### config.mk
export PLATFORM = sky130hd
export DESIGN_NAME = wb_ser_sched
export DESIGN_NICKNAME = d
export VERILOG_FILES = /design/src/rtl/wb_ser_pkg.sv /design/src/rtl/wb_ser_rr_arb.sv /design/src/rtl/wb_ser_sched.sv
export SDC_FILE = /design/constraint.sdc
export NUM_CORES = 1
export LEC_CHECK = 0
export CAP_MARGIN = 10
export CELL_PAD_IN_SITES_DETAIL_PLACEMENT = 1
export CELL_PAD_IN_SITES_GLOBAL_PLACEMENT = 1
export CORE_MARGIN = 5
export CORE_UTILIZATION = 37
export CTS_BUF_LIST = sky130_fd_sc_hd__clkbuf_4
export CTS_CLUSTER_SIZE = 20
export DETAILED_ROUTE_END_ITERATION = 6
export PLACE_DENSITY_LB_ADDON = 0.1
export RECOVER_POWER = 50
export SKIP_LAST_GASP = 1
export SLEW_MARGIN = 20
export SYNTH_ARGS = -nofsm -noshare
export SYNTH_HDL_FRONTEND = slang
export SYNTH_SLANG_ARGS = --single-unit
### constraint.sdc
create_clock -name CLK_I -period 1.9 [get_ports CLK_I]
set_clock_uncertainty 0.15 [all_clocks]
set_input_delay 0.38 -clock CLK_I [delete_from_list [all_inputs] [get_ports CLK_I]]
set_output_delay 0.38 -clock CLK_I [all_outputs]
set_load 0.01 [all_outputs]
### src/rtl/wb_ser_pkg.sv
// Shared definitions for the two-port Wishbone serializer scheduler.
//
// Contents:
//   state_t    - scheduler FSM states
//   ADR_DATA   - serializer data register (a write loads and starts it)
//   ADR_STAT   - serializer status register (read only)
//   STAT_BUSY  - bit of the status word that reads 1 while still shifting
package wb_ser_pkg;

    typedef enum logic [2:0] {
        IDLE = 3'd0,
        WR   = 3'd1,
        POLL = 3'd2,
        GAP  = 3'd3,
        DONE = 3'd4,
        ERR  = 3'd5
    } state_t;

    localparam int ADR_DATA  = 0;
    localparam int ADR_STAT  = 1;
    localparam int STAT_BUSY = 0;

endpackage

### src/rtl/wb_ser_rr_arb.sv
// Two-way round-robin arbiter.
//
// Ports:
//   req     - request from port 0 / port 1
//   ptr     - port that wins when both request
//   gnt     - one-hot grant (zero when nobody requests)
//   ptr_nxt - pointer to load when the grant is taken
//
// The pointer only moves on contention: a lone requester is granted without
// disturbing the priority order, and after a contested grant the loser gets
// priority next time.
module wb_ser_rr_arb (
    input  logic [1:0] req,
    input  logic       ptr,
    output logic [1:0] gnt,
    output logic       ptr_nxt
);

    always_comb begin
        gnt     = 2'b00;
        ptr_nxt = ptr;
        case (req)
            2'b01: gnt = 2'b01;
            2'b10: gnt = 2'b10;
            2'b11: begin
                gnt     = ptr ? 2'b10 : 2'b01;
                ptr_nxt = ~ptr;
            end
            default: gnt = 2'b00;
        endcase
    end

endmodule

### src/rtl/wb_ser_sched.sv
// Two-requester scheduler in front of a Wishbone-attached serializer.
// A granted word is written to ADR_DATA, then ADR_STAT is polled until the
// busy bit clears (done) or an error/timeout/poll limit aborts it (err).
//
// Ports:
//   CLK_I, RST_NI      - clock (rising edge), async active-low reset
//   req_i, req_dat_i   - per-port request and word (port k at [k*DW +: DW])
//   gnt_o              - one-cycle pulse: port k word captured
//   done_o, err_o      - one-cycle pulse: port k transfer finished / aborted
//   CYC_O .. DAT_O     - Wishbone master outputs
//   DAT_I, ACK_I, ERR_I- Wishbone slave responses
//
// Requester handshake: req_i[k] acts as valid and must stay high with its
// word stable until gnt_o[k] pulses; that pulse is the acceptance, after
// which the requester may drop or change the request. Requests are only
// looked at while IDLE.
module wb_ser_sched
    import wb_ser_pkg::*;
#(
    parameter int DW       = 8,
    parameter int AW       = 2,
    parameter int TMO      = 255,
    parameter int POLL_MAX = 1023
) (
    input  logic            CLK_I,
    input  logic            RST_NI,
    input  logic [1:0]      req_i,
    input  logic [2*DW-1:0] req_dat_i,
    output logic [1:0]      gnt_o,
    output logic [1:0]      done_o,
    output logic [1:0]      err_o,
    output logic            CYC_O,
    output logic            STB_O,
    output logic            WE_O,
    output logic [AW-1:0]   ADR_O,
    output logic [DW-1:0]   DAT_O,
    input  logic [DW-1:0]   DAT_I,
    input  logic            ACK_I,
    input  logic            ERR_I
);

    localparam int TW = (TMO > 1) ? $clog2(TMO) : 1;
    localparam int PW = (POLL_MAX > 1) ? $clog2(POLL_MAX) : 1;

    state_t          state;
    state_t          state_nxt;
    logic            owner;
    logic [DW-1:0]   word;
    logic            ptr;
    logic [1:0]      gnt_r;
    logic [TW-1:0]   tmo_cnt;
    logic [PW-1:0]   poll_cnt;

    logic [1:0]      arb_req;
    logic [1:0]      arb_gnt;
    logic            arb_ptr_nxt;
    logic            bus_act;
    logic            timeout;
    logic            busy;
    logic            poll_lim;
    logic            dat_unused;

    // Only the busy bit of the status word matters.
    assign dat_unused = ^DAT_I;

    assign arb_req = (state == IDLE) ? req_i : 2'b00;

    wb_ser_rr_arb u_arb (
        .req     (arb_req),
        .ptr     (ptr),
        .gnt     (arb_gnt),
        .ptr_nxt (arb_ptr_nxt)
    );

    assign bus_act  = (state == WR) || (state == POLL);
    // Counter is zero on the first strobe cycle, so this fires on the TMO-th
    // strobe cycle that still has no response.
    assign timeout  = bus_act && !ACK_I && !ERR_I && (tmo_cnt == TW'(TMO - 1));
    assign busy     = DAT_I[STAT_BUSY];
    assign poll_lim = (poll_cnt == PW'(POLL_MAX - 1));

    always_comb begin
        state_nxt = state;
        case (state)
            IDLE: if (arb_gnt != 2'b00) state_nxt = WR;
            WR: begin
                if (ERR_I)        state_nxt = ERR;
                else if (ACK_I)   state_nxt = GAP;
                else if (timeout) state_nxt = ERR;
            end
            POLL: begin
                if (ERR_I)        state_nxt = ERR;
                else if (ACK_I)   state_nxt = busy ? (poll_lim ? ERR : GAP) : DONE;
                else if (timeout) state_nxt = ERR;
            end
            GAP:     state_nxt = POLL;
            DONE:    state_nxt = IDLE;
            ERR:     state_nxt = IDLE;
            default: state_nxt = IDLE;
        endcase
    end

    always_ff @(posedge CLK_I or negedge RST_NI) begin
        if (!RST_NI) begin
            state    <= IDLE;
            owner    <= 1'b0;
            word     <= '0;
            ptr      <= 1'b0;
            gnt_r    <= 2'b00;
            tmo_cnt  <= '0;
            poll_cnt <= '0;
        end else begin
            state   <= state_nxt;
            gnt_r   <= arb_gnt;
            // Strobe is low in every state that precedes WR or POLL, so this
            // restarts the count on each strobe rise.
            tmo_cnt <= bus_act ? tmo_cnt + TW'(1) : '0;
            if (arb_gnt != 2'b00) begin
                owner    <= arb_gnt[1];
                word     <= arb_gnt[1] ? req_dat_i[DW +: DW] : req_dat_i[0 +: DW];
                ptr      <= arb_ptr_nxt;
                poll_cnt <= '0;
            end else if (state == POLL && ACK_I && !ERR_I && busy) begin
                poll_cnt <= poll_cnt + PW'(1);
            end
        end
    end

    // Bus outputs decode straight from the state register, so an async reset
    // drops them in the same cycle.
    assign CYC_O  = bus_act;
    assign STB_O  = bus_act;
    assign WE_O   = (state == WR);
    assign ADR_O  = (state == POLL) ? AW'(ADR_STAT) : AW'(ADR_DATA);
    assign DAT_O  = (state == WR) ? word : '0;
    assign gnt_o  = gnt_r;
    assign done_o = (state == DONE) ? {owner, ~owner} : 2'b00;
    assign err_o  = (state == ERR)  ? {owner, ~owner} : 2'b00;

endmodule

# ---- After elaboration in Yosys (flattened, before gate mapping)
# Cells that the tools add are included.
dict set report classes {
  mux 20
  add_sub_neg 2
  n_eq_ne 11
  bitwise 2
  n_reduce_logical 13
}
# op count
set op_table {}
lappend op_table {{$mux 3} 8}
lappend op_table {{$mux 8} 3}
lappend op_table {{$mux 10} 2}
lappend op_table {{$pmux 3 s4} 1}
lappend op_table {{$add 10x1->10 const B} 1}
lappend op_table {{$eq 10x10->1 const B} 1}
lappend op_table {{$add 8x1->8 const B} 1}
lappend op_table {{$eq 8x8->1 const B} 1}
lappend op_table {{$mux 2} 4}
lappend op_table {{$eq 3x2->1 const B} 2}
lappend op_table {{$eq 3x3->1 const B} 2}
lappend op_table {{$logic_and 1x1->1} 6}
lappend op_table {{$pmux 2 s3} 1}
lappend op_table {{$eq 2x2->1 const B} 2}
lappend op_table {{$reduce_bool 2->1} 2}
lappend op_table {{$eq 3x1->1 const B} 1}
lappend op_table {{$logic_not 3->1} 1}
lappend op_table {{$eq 2x1->1 const B} 1}
lappend op_table {{$logic_not 1->1} 2}
lappend op_table {{$ne 2x1->1 const B} 1}
lappend op_table {{$not 1->1} 2}
lappend op_table {{$reduce_and 2->1} 1}
lappend op_table {{$logic_or 1x1->1} 1}
lappend op_table {{$mux 1} 1}
dict set report word_totals {
  out_inout_bits 19
  in_bits 30
  regBits 33
  elab_cells 55
}

# ---- Logic depth before layout (Yosys ltp)
# Gate-level depths: netlist of run 1.
dict set report logic_depth {
  word_depth 9
  ltp_mapped 6
}

# ---- By module
# Synthesis of run 1 repeated with hierarchy kept, for this count alone.
dict set report unflattened {
  hier_cells 187
  area_unflattened_um2 1821.7
}
# mod cells_per_inst seq_area_each_um2 area_each_um2 n_inst
set modules_own_cells {}
lappend modules_own_cells {wb_ser_sched 180 825.8 1759.2 1}
lappend modules_own_cells {wb_ser_rr_arb 7 0.0 62.6 1}

# ---- Least setup slack after synthesis of run 1
# OpenSTA, ideal clock, no wires.
dict set report synth_path {
  kind {flip-flop to flip-flop}
  from {reg state[0]}
  to {reg poll_cnt[8]}
  setup_slack_ns 0.228
  arrival_time_ns 1.444
  stages_incl_launch_ff 6
  required_time_ns 1.672
  synth_period_minus_slack_ns 1.672
  path_cell_list {dfrtp_1 -> buf_4 -> nor3b_4 -> nand3_2 -> or3_1 -> a21oi_1}
}
dict set report synth_via {
  elab_chain_cells 6
}
# item line_no
set synth_lines {}
lappend synth_lines {{start: declaration} wb_ser_sched.sv:45} ;# state_t state;
lappend synth_lines {{start signal: assignment} wb_ser_sched.sv:113} ;# state <= state_nxt;
lappend synth_lines {{$logic_not 3->1} wb_ser_sched.sv:66} ;# assign arb_req = (state == IDLE) ? req_i : 2'b00;
lappend synth_lines {{$mux 2} wb_ser_sched.sv:66}
lappend synth_lines {{$eq 2x2->1 or $eq 2x1->1 (tied branches)} wb_ser_rr_arb.sv:22} ;# case (req)
lappend synth_lines {{$pmux 2 s3} wb_ser_rr_arb.sv:22}
lappend synth_lines {{$reduce_bool 2->1} wb_ser_sched.sv:118} ;# if (arb_gnt != 2'b00) begin
lappend synth_lines {{$mux 10 or $reduce_bool 2->1 (tied branches)} -}
lappend synth_lines {{end signal: assignment} wb_ser_sched.sv:124} ;# poll_cnt <= poll_cnt + PW'(1);
lappend synth_lines {{end: declaration} wb_ser_sched.sv:52} ;# logic [PW-1:0] poll_cnt;
# Parallel ways exist; a longest one is shown, timed or not.
# A chain may end at the register's enable or synchronous reset.

# ---- Worst setup path after layout of run 1
dict set report layout_path {
  from {reg state[2]}
  to {out DAT_O[2]}
}
dict set report layout_via {
  elab_chain_cells 2
}
# item line_no
set layout_lines {}
lappend layout_lines {{$eq 3x1->1} wb_ser_sched.sv:135} ;# assign DAT_O = (state == WR) ? word : '0;
lappend layout_lines {{$mux 8} wb_ser_sched.sv:135}
lappend layout_lines {{end: declaration} wb_ser_sched.sv:36} ;# output logic [DW-1:0] DAT_O,
# No other way between the ends.

==> results.py, run 1 <==
metrics = {
    "worst_setup_path": {
        "timing.critical_path.to_type": "primary output",
        "cp.required_ps": 1370,
        "worstReg2RegEnd": "poll_cnt[5]",
        "timing.critical_path.from": "state[2]",
        "cp_max_fo": 3,
        "timing.critical_path.arrival_ps": 1490,
        "timing_worst_setup_path_type": "reg2out",
        "r2r_start": "state[2]",
        "critical_path.startpoint_type": "flip-flop",
        "reg2reg_slack_ps": 40,
        "reg2regPathDepth": 7,
    },
    "drt": {
        "post_drt_antenna_nets": 0,
        "routedWlPerCell_um": 17.2,
        "via_count": 1566,
        "routed_wirelength_mm": 5.22,
        "routed-wl-met2_mm": 2.96,
        "met3RoutedLength_um": 162,
        "detail_route.first_pass.iterations": 4,
        "m1WireLength_mm": 2.08,
        "route.detailed.drc": 0,
        "drt-vias-per-instance": 5.17,
        "drt_iter0_drc": 29,
        "highest_layer": "met4",
    },
    "floorplanning": {
        "initial_utilization": 0.377,
        "coreArea_um2": 4660,
        "floorplan.die.height_um": 79.0,
        "rows": 25,
        "design.portCount": 49,
        "floorplan.die_area_um2": 6230,
        "fp.dieW_um": 79.0,
    },
    "power": {
        "power.total_w": 0.00340,
        "pwr-share-comb": 0.588,
        "power.sequential.fraction": 0.301,
        "power.share.switching": 0.374,
        "power.density_cell_area_nw_per_um2": 1330,
        "cell_internal_pwr_w": 0.00213,
        "ir_worst_vdd_mv": 0.794,
        "clock_power_share": 0.111,
        "p_sw_w": 0.00127,
        "p_leak_nw": 1.21,
    },
    "layout": {
        "antenna_cells_inserted": 0,
        "nNetsFinal": 283,
        "ff_latch_area_um2": 826,
        "nFillCells": 519,
        "share_of_post_route_cells_with_drive_strength_above_1": 0.305,
        "multiInputGateArea_um2": 922,
        "area_growth_synth_to_finish_pct": 45.9,
    },
    "sta": {
        "timing.final.crit_share": 1.06,
        "setup_viol": 14,
        "setup_tns_final_ps": -1310,
        "final.setup.worst_slack_ps": -119,
        "timing.slew.headroom": 0.427,
        "grt_setup_unrepaired": "yes",
        "timing.final.hold_violations": 0,
        "report.final.slew_viol_count": 0,
        "tightestPinTransition_ps": 860,
        "holdWs_ps": 346,
        "final_period_minus_worst_setup_slack_ps": 2020,
        "achievable-frequency_mhz": 495,
    },
    "synth": {
        "syn_area_um2": 1760,
        "yosys.cell_count.top_type": "dfrtp_1",
        "yosys_warnings": 0,
        "distinct_cell_type_count_of_the_synthesized_netlist": 38,
        "synth-edff-count": 0,
        "synth_top_cells_by_area": "dfrtp_1 (47%), mux2i_1 (4.6%), xor2_1 (4.5%), and2_1 (3.9%), nand2_1 (3.6%)",
        "synthArstFlopShare": 1.00,
        "synth.net_count": 212,
        "sequential_element_share_of_the_synthesized_area": 0.469,
        "yosys.area.top_type_share": 0.469,
        "ys_ff_latch": 33,
        "netlist.top_cell.by_area": "dfrtp_1",
        "post_synth.cell_area_avg_um2": 9.88,
        "commonest_register_cell_after_synthesis": "dfrtp_1",
        "synthesis.instances": 178,
        "synthTopCellsByCount": "dfrtp_1 (33), nand2_1 (17), nor2_1 (15), o21ai_0 (12), and2_1 (11)",
    },
    "clocking": {
        "cts.sink_count": 33,
        "clock-root-buffer": "clkbuf_4",
        "clk_transition_reported_paths_ps": 100,
        "holdBufCountCts": 0,
        "total_clock_buffers_created_by_cts": 5,
        "cts_tree": "built",
        "htree_levels": 2,
        "cts-root-to-sink-buffers": 2,
        "insertion_delay_ps": 330,
    },
    "job": {
        "cap_viol_max_count": 0,
    },
    "place": {
        "dp.final_hpwl_mm": 3.71,
        "placement.io_buffers": 40,
        "gpl.final_weighted_congestion": 0.822,
    },
    "global_routing": {
        "global_route.usage.total": 0.174,
        "maximum_number_of_pins_on_one_net_before_global_route_repair": 34,
        "grt_pass1_vias": 1742,
        "antenna_found_initial": 0,
        "first_pass_grt_wire_length_mm": 8.42,
        "globalRoute.totalOverflow": 0,
    },
    "min_path": {
        "worstHoldPathCells": 2,
        "timing.hold.worst.class": "reg2reg",
        "origin_of_the_worst_min_delay_path": "word[3]",
        "min_to": "word[3]",
    },
    "status": {
        "outcome": "complete, but fails checks",
        "failed_checks": "negative setup slack",
    },
}
power by group through the flow:
stage	combinational (W)	clock, W	sequential (W)
CTS	0.00187	0.000396	0.00102
global placement	0.00143	0	0.00101
floorplan	0.000840	0	0.000978
finish	0.00200	0.000377	0.00103
global route	0.00216	0.000428	0.00105
detailed placement	0.00149	0	0.00103
metal layers:
layer  global-route usage  up-vias
met1                0.204      783
met4               0.0550        0
met2                0.313       26
li1                     -      755
met3               0.0408        2
met5                    0        -
logic make-up (layout without fill, tap and decap cells):
logic type / after synthesis / after routing / synth area share
buffers and inverters: 13 / 84 / 0.0434
adder cells (fa/ha/maj): 4 / 4 / 0.0285
XOR/XNOR: 12 / 12 / 0.0597
AND/OR/NAND/NOR: 78 / 78 / 0.253
multiplexers: 8 / 8 / 0.0455
other: 1 / 1 / 0.00213
AO/OA/AOI/OAI: 29 / 29 / 0.0982
flip-flops: 33 / 33 / 0.469
critical path, cell delays in order, from the launching register on:
cell	delay (ps)
dfrtp_1	430
nor3b_2	240
buf_4	170
buf_6	100
and2_4	130
buf_6	90
how the worst max path moves through the flow:
stage	slack, ps	endpoint
after floorplan	230	poll_cnt[8]
after global placement	-50	poll_cnt[9]
after global routing	-200	DAT_O[2]
final	-120	DAT_O[2]
after detailed placement	-130	poll_cnt[5]
after CTS	-130	DAT_O[7]
final cells by class:
| cell class | count | area share |
|---|---|---|
| repair buffers | 73 | 0.268 |
| clock inverters | 1 | 0.00146 |
| flip-flops and latches | 33 | 0.322 |
| inverters | 4 | 0.00585 |
| multi-input cells | 132 | 0.359 |
| clock buffers | 6 | 0.0175 |
| well taps | 54 | 0.0263 |
through the flow:
stage | cell area, µm² | util | setup slack (ps) | std cells
2_1_floorplan | 1760 | - | 228 | 178
3_3_place_gp | 2310 | 0.495 | -51.9 | 282
3_5_place_dp | 2310 | 0.495 | -132 | 282
4_1_cts | 2490 | 0.534 | -134 | 300
5_1_grt | 2570 | 0.551 | -201 | 303
6_report | 2570 | 0.551 | -119 | 303
repair_timing:
item | 4_1_cts | 5_1_grt
setup endpoints to repair | 16 | 23
gates cloned | 1 | 0
buffers inserted | 13 | 4
gates resized for setup | 96 | 14
pin swaps | 12 | 6
state kept, by name, summed over array words and instances, names as in the netlist:
| name | count |
|---|---|
| tmo_cnt | 8 |
| word | 8 |
| ptr | 1 |
| owner | 1 |
| gnt_o | 2 |
| state | 3 |
| poll_cnt | 10 |
cell usage in the layout (no fill, tap or decap), types with 4 or more instances in the layout:
cell,count
nand2_1,16
buf_6,24
nor2_1,14
and2_4,8
dfrtp_1,33
o21ai_1,4
o21ai_0,11
ha_1,4
buf_4,21
clkdlybuf4s50_1,23
clkbuf_4,6
nand3_1,7
mux2i_1,8
xor2_1,9
nand4_1,5
Note: power is estimated with default switching activity, not from simulation.
==> inputs of run 2 (changes only) <==
Settings changed: ABC_AREA set to 1, CORE_UTILIZATION 37 to 36.
==> run 2 against run 1 <==
Against the previous run: the flow now finishes without violations; clock-buffer cell count shrank 1; fmax is 9.5% higher; sequential power about the same; register-to-register slack better by 40 ps; final cell count is 28% higher; global-route usage is 1.7 points lower; sequential share of layout area fell by 0.38 points; critical path type unchanged; largest cell class unchanged.
==> results.py, run 2 <==
metrics = {
    "status": {
        "outcome": "completed",
    },
    "floorplanning": {
        "initial_utilization": 0.369,
        "design.portCount": 49,
        "floorplan.die.height_um": 82.4,
        "coreArea_um2": 5110,
        "fp.dieW_um": 82.4,
        "floorplan.die_area_um2": 6780,
        "rows": 26,
    },
    "worst_setup_path": {
        "timing.critical_path.arrival_ps": 1310,
        "critical_path.startpoint_type": "flip-flop",
        "cp_max_fo": 5,
        "cp.required_ps": 1370,
        "timing_worst_setup_path_type": "reg2out",
        "timing.critical_path.to_type": "primary output",
    },
    "layout": {
        "largest_reg_flops": 10,
        "nNetsFinal": 351,
        "final_core_utilization": 0.510,
        "layout_commonest_cell": "nand2_1",
        "regMostFlops": "poll_cnt",
        "nFillCells": 688,
        "area_growth_synth_to_finish_pct": 38.0,
        "biggestRegsByFlops": "poll_cnt: 10 flops, tmo_cnt: 8 flops, word: 8 flops",
        "layout.cells.non_filler": 388,
        "most-common-layout-cells": "nand2_1 (62), nor2_1 (41), dfrtp_1 (32)",
        "antenna_cells_inserted": 0,
        "share_of_post_route_cells_with_drive_strength_above_1": 0.255,
    },
    "synth": {
        "yosys.area.top_type_share": 0.438,
        "distinct_cell_type_count_of_the_synthesized_netlist": 30,
        "syn_area_um2": 1890,
        "synthArstFlopShare": 1.00,
        "synthesis.instances": 248,
        "synth-edff-count": 0,
        "post_synth.cell_area_avg_um2": 7.60,
        "sequential_element_share_of_the_synthesized_area": 0.438,
        "yosys_warnings": 0,
        "commonest_register_cell_after_synthesis": "dfrtp_1",
        "synth.net_count": 282,
        "synthTopCellsByCount": "nand2_1 (65), nor2_1 (46), dfrtp_1 (33), inv_1 (33), nand3_1 (12)",
        "netlist.top_cell.by_area": "dfrtp_1",
        "yosys.cell_count.top_type": "nand2_1",
        "synth_top_cells_by_area": "dfrtp_1 (44%), nand2_1 (13%), nor2_1 (9.2%), inv_1 (6.6%), xor2_1 (3.3%)",
        "ys_ff_latch": 33,
    },
    "sta": {
        "holdWs_ps": 357,
        "timing.final.crit_share": 0.970,
        "grt_setup_unrepaired": "yes",
        "setup_viol": 0,
        "tightestPinTransition_ps": 855,
        "final_period_minus_worst_setup_slack_ps": 1840,
        "achievable-frequency_mhz": 542,
        "timing.final.hold_violations": 0,
        "report.final.slew_viol_count": 0,
        "timing.slew.headroom": 0.430,
    },
    "place": {
        "placement.io_buffers": 40,
        "dp.final_hpwl_mm": 3.68,
        "dp.cells": 374,
        "gpl.final_weighted_congestion": 0.746,
    },
    "power": {
        "ir_worst_vdd_mv": 0.597,
        "clock_power_share": 0.112,
        "pwr-share-comb": 0.589,
        "p_sw_w": 0.00141,
        "p_leak_nw": 1.31,
        "cell_internal_pwr_w": 0.00196,
        "power.density_cell_area_nw_per_um2": 1290,
        "power.sequential.fraction": 0.299,
        "power.share.switching": 0.418,
    },
    "global_routing": {
        "first_pass_grt_wire_length_mm": 8.11,
        "maximum_number_of_pins_on_one_net_before_global_route_repair": 34,
        "grt_pass1_vias": 1785,
        "global_route.usage.total": 0.157,
        "globalRoute.totalOverflow": 0,
        "antenna_found_initial": 0,
    },
    "clocking": {
        "insertion_delay_ps": 330,
        "clk_transition_reported_paths_ps": 100,
        "cts-root-to-sink-buffers": 2,
        "cts.sink_count": 33,
        "htree_levels": 2,
        "cts_tree": "built",
        "total_clock_buffers_created_by_cts": 5,
        "clock-root-buffer": "clkbuf_4",
    },
    "drt": {
        "routedWlPerCell_um": 12.7,
        "routed_wirelength_mm": 4.93,
        "post_drt_antenna_nets": 0,
        "drt-vias-per-instance": 4.59,
        "drt_iter0_drc": 51,
        "detail_route.first_pass.iterations": 4,
        "via_count": 1780,
        "route.detailed.drc": 0,
    },
    "min_path": {
        "timing.hold.worst.class": "reg2reg",
    },
    "job": {
        "cap_viol_max_count": 0,
    },
}
## run 2: per-stage QoR
stage                     setup WS [ps]  TNS, ps  cell area [µm²]  total power, W
after global routing              -46.7     -268             2600         0.00367
after floorplan                     359        0             1890         0.00196
final                              56.2        0             2600         0.00337
after detailed placement          -94.0    -1380             2510         0.00285
after CTS                          -114     -345             2540         0.00316
after global placement            -37.4     -450             2510         0.00281
## run 2: kinds of logic after synthesis
kind of cell,share of synthesized area
simple gates,0.323
other cells,0.00199
buf+inv,0.108
xor+xnor,0.0372
fa+ha+maj,0.0265
compound gates,0.0657
flops,0.438
## run 2: path summary, 6_finish.rpt
path / slack [ps] / start / to / cells past startpoint
min in group asynchronous: 530 / RST_NI / poll_cnt[4] / 2
worst min register to register: 360 / tmo_cnt[6] / tmo_cnt[6] / 1
worst max register to register: 80 / state[1] / poll_cnt[9] / 11
max in group asynchronous: 490 / RST_NI / state[0] / 2
worst min-delay path: 360 / tmo_cnt[6] / tmo_cnt[6] / 1
worst max-delay path: 60 / state[2] / DAT_O[1] / 5
## run 2: cell type report
type / instances / area [µm²] / share of cell area
clock buffer: 5 / 37.5 / 0.0144
clock inverter: 3 / 12.5 / 0.00481
inverter: 36 / 154 / 0.0591
multi-input combinational: 173 / 903 / 0.347
sequential: 33 / 827 / 0.318
tap: 70 / 87.6 / 0.0337
timing repair buffer: 68 / 581 / 0.223
## run 2: worst max-delay path: stages (launching register included)
cell and delay, ps:
dfrtp_1 410, inv_2 100, nand3_4 100, buf_6 150
nor2_1 90, clkbuf_2 150
## run 2: repair_timing
item,in CTS,in global routing
endpoints found under the hold margin,0,0
resized for setup,52,38
buffers inserted,1,4
setup endpoints to repair,16,26
gates cloned,0,1
hold buffers,0,0
pin swaps,0,8
## run 2: power groups by stage
stage | sequential [W] | combinational, W | clock, W
after floorplan | 0.000991 | 0.000967 | 0
after global placement | 0.000995 | 0.00181 | 0
after detailed placement | 0.00100 | 0.00185 | 0
after CTS | 0.000985 | 0.00177 | 0.000407
after global routing | 0.00104 | 0.00220 | 0.000437
final | 0.00100 | 0.00198 | 0.000378
## run 2: routing by layer
layer | track usage | wire [µm]
met4 | 0.0498 | 52
met1 | 0.184 | 2160
met3 | 0.0390 | 148
met2 | 0.279 | 2560
met5 | 0 | 0
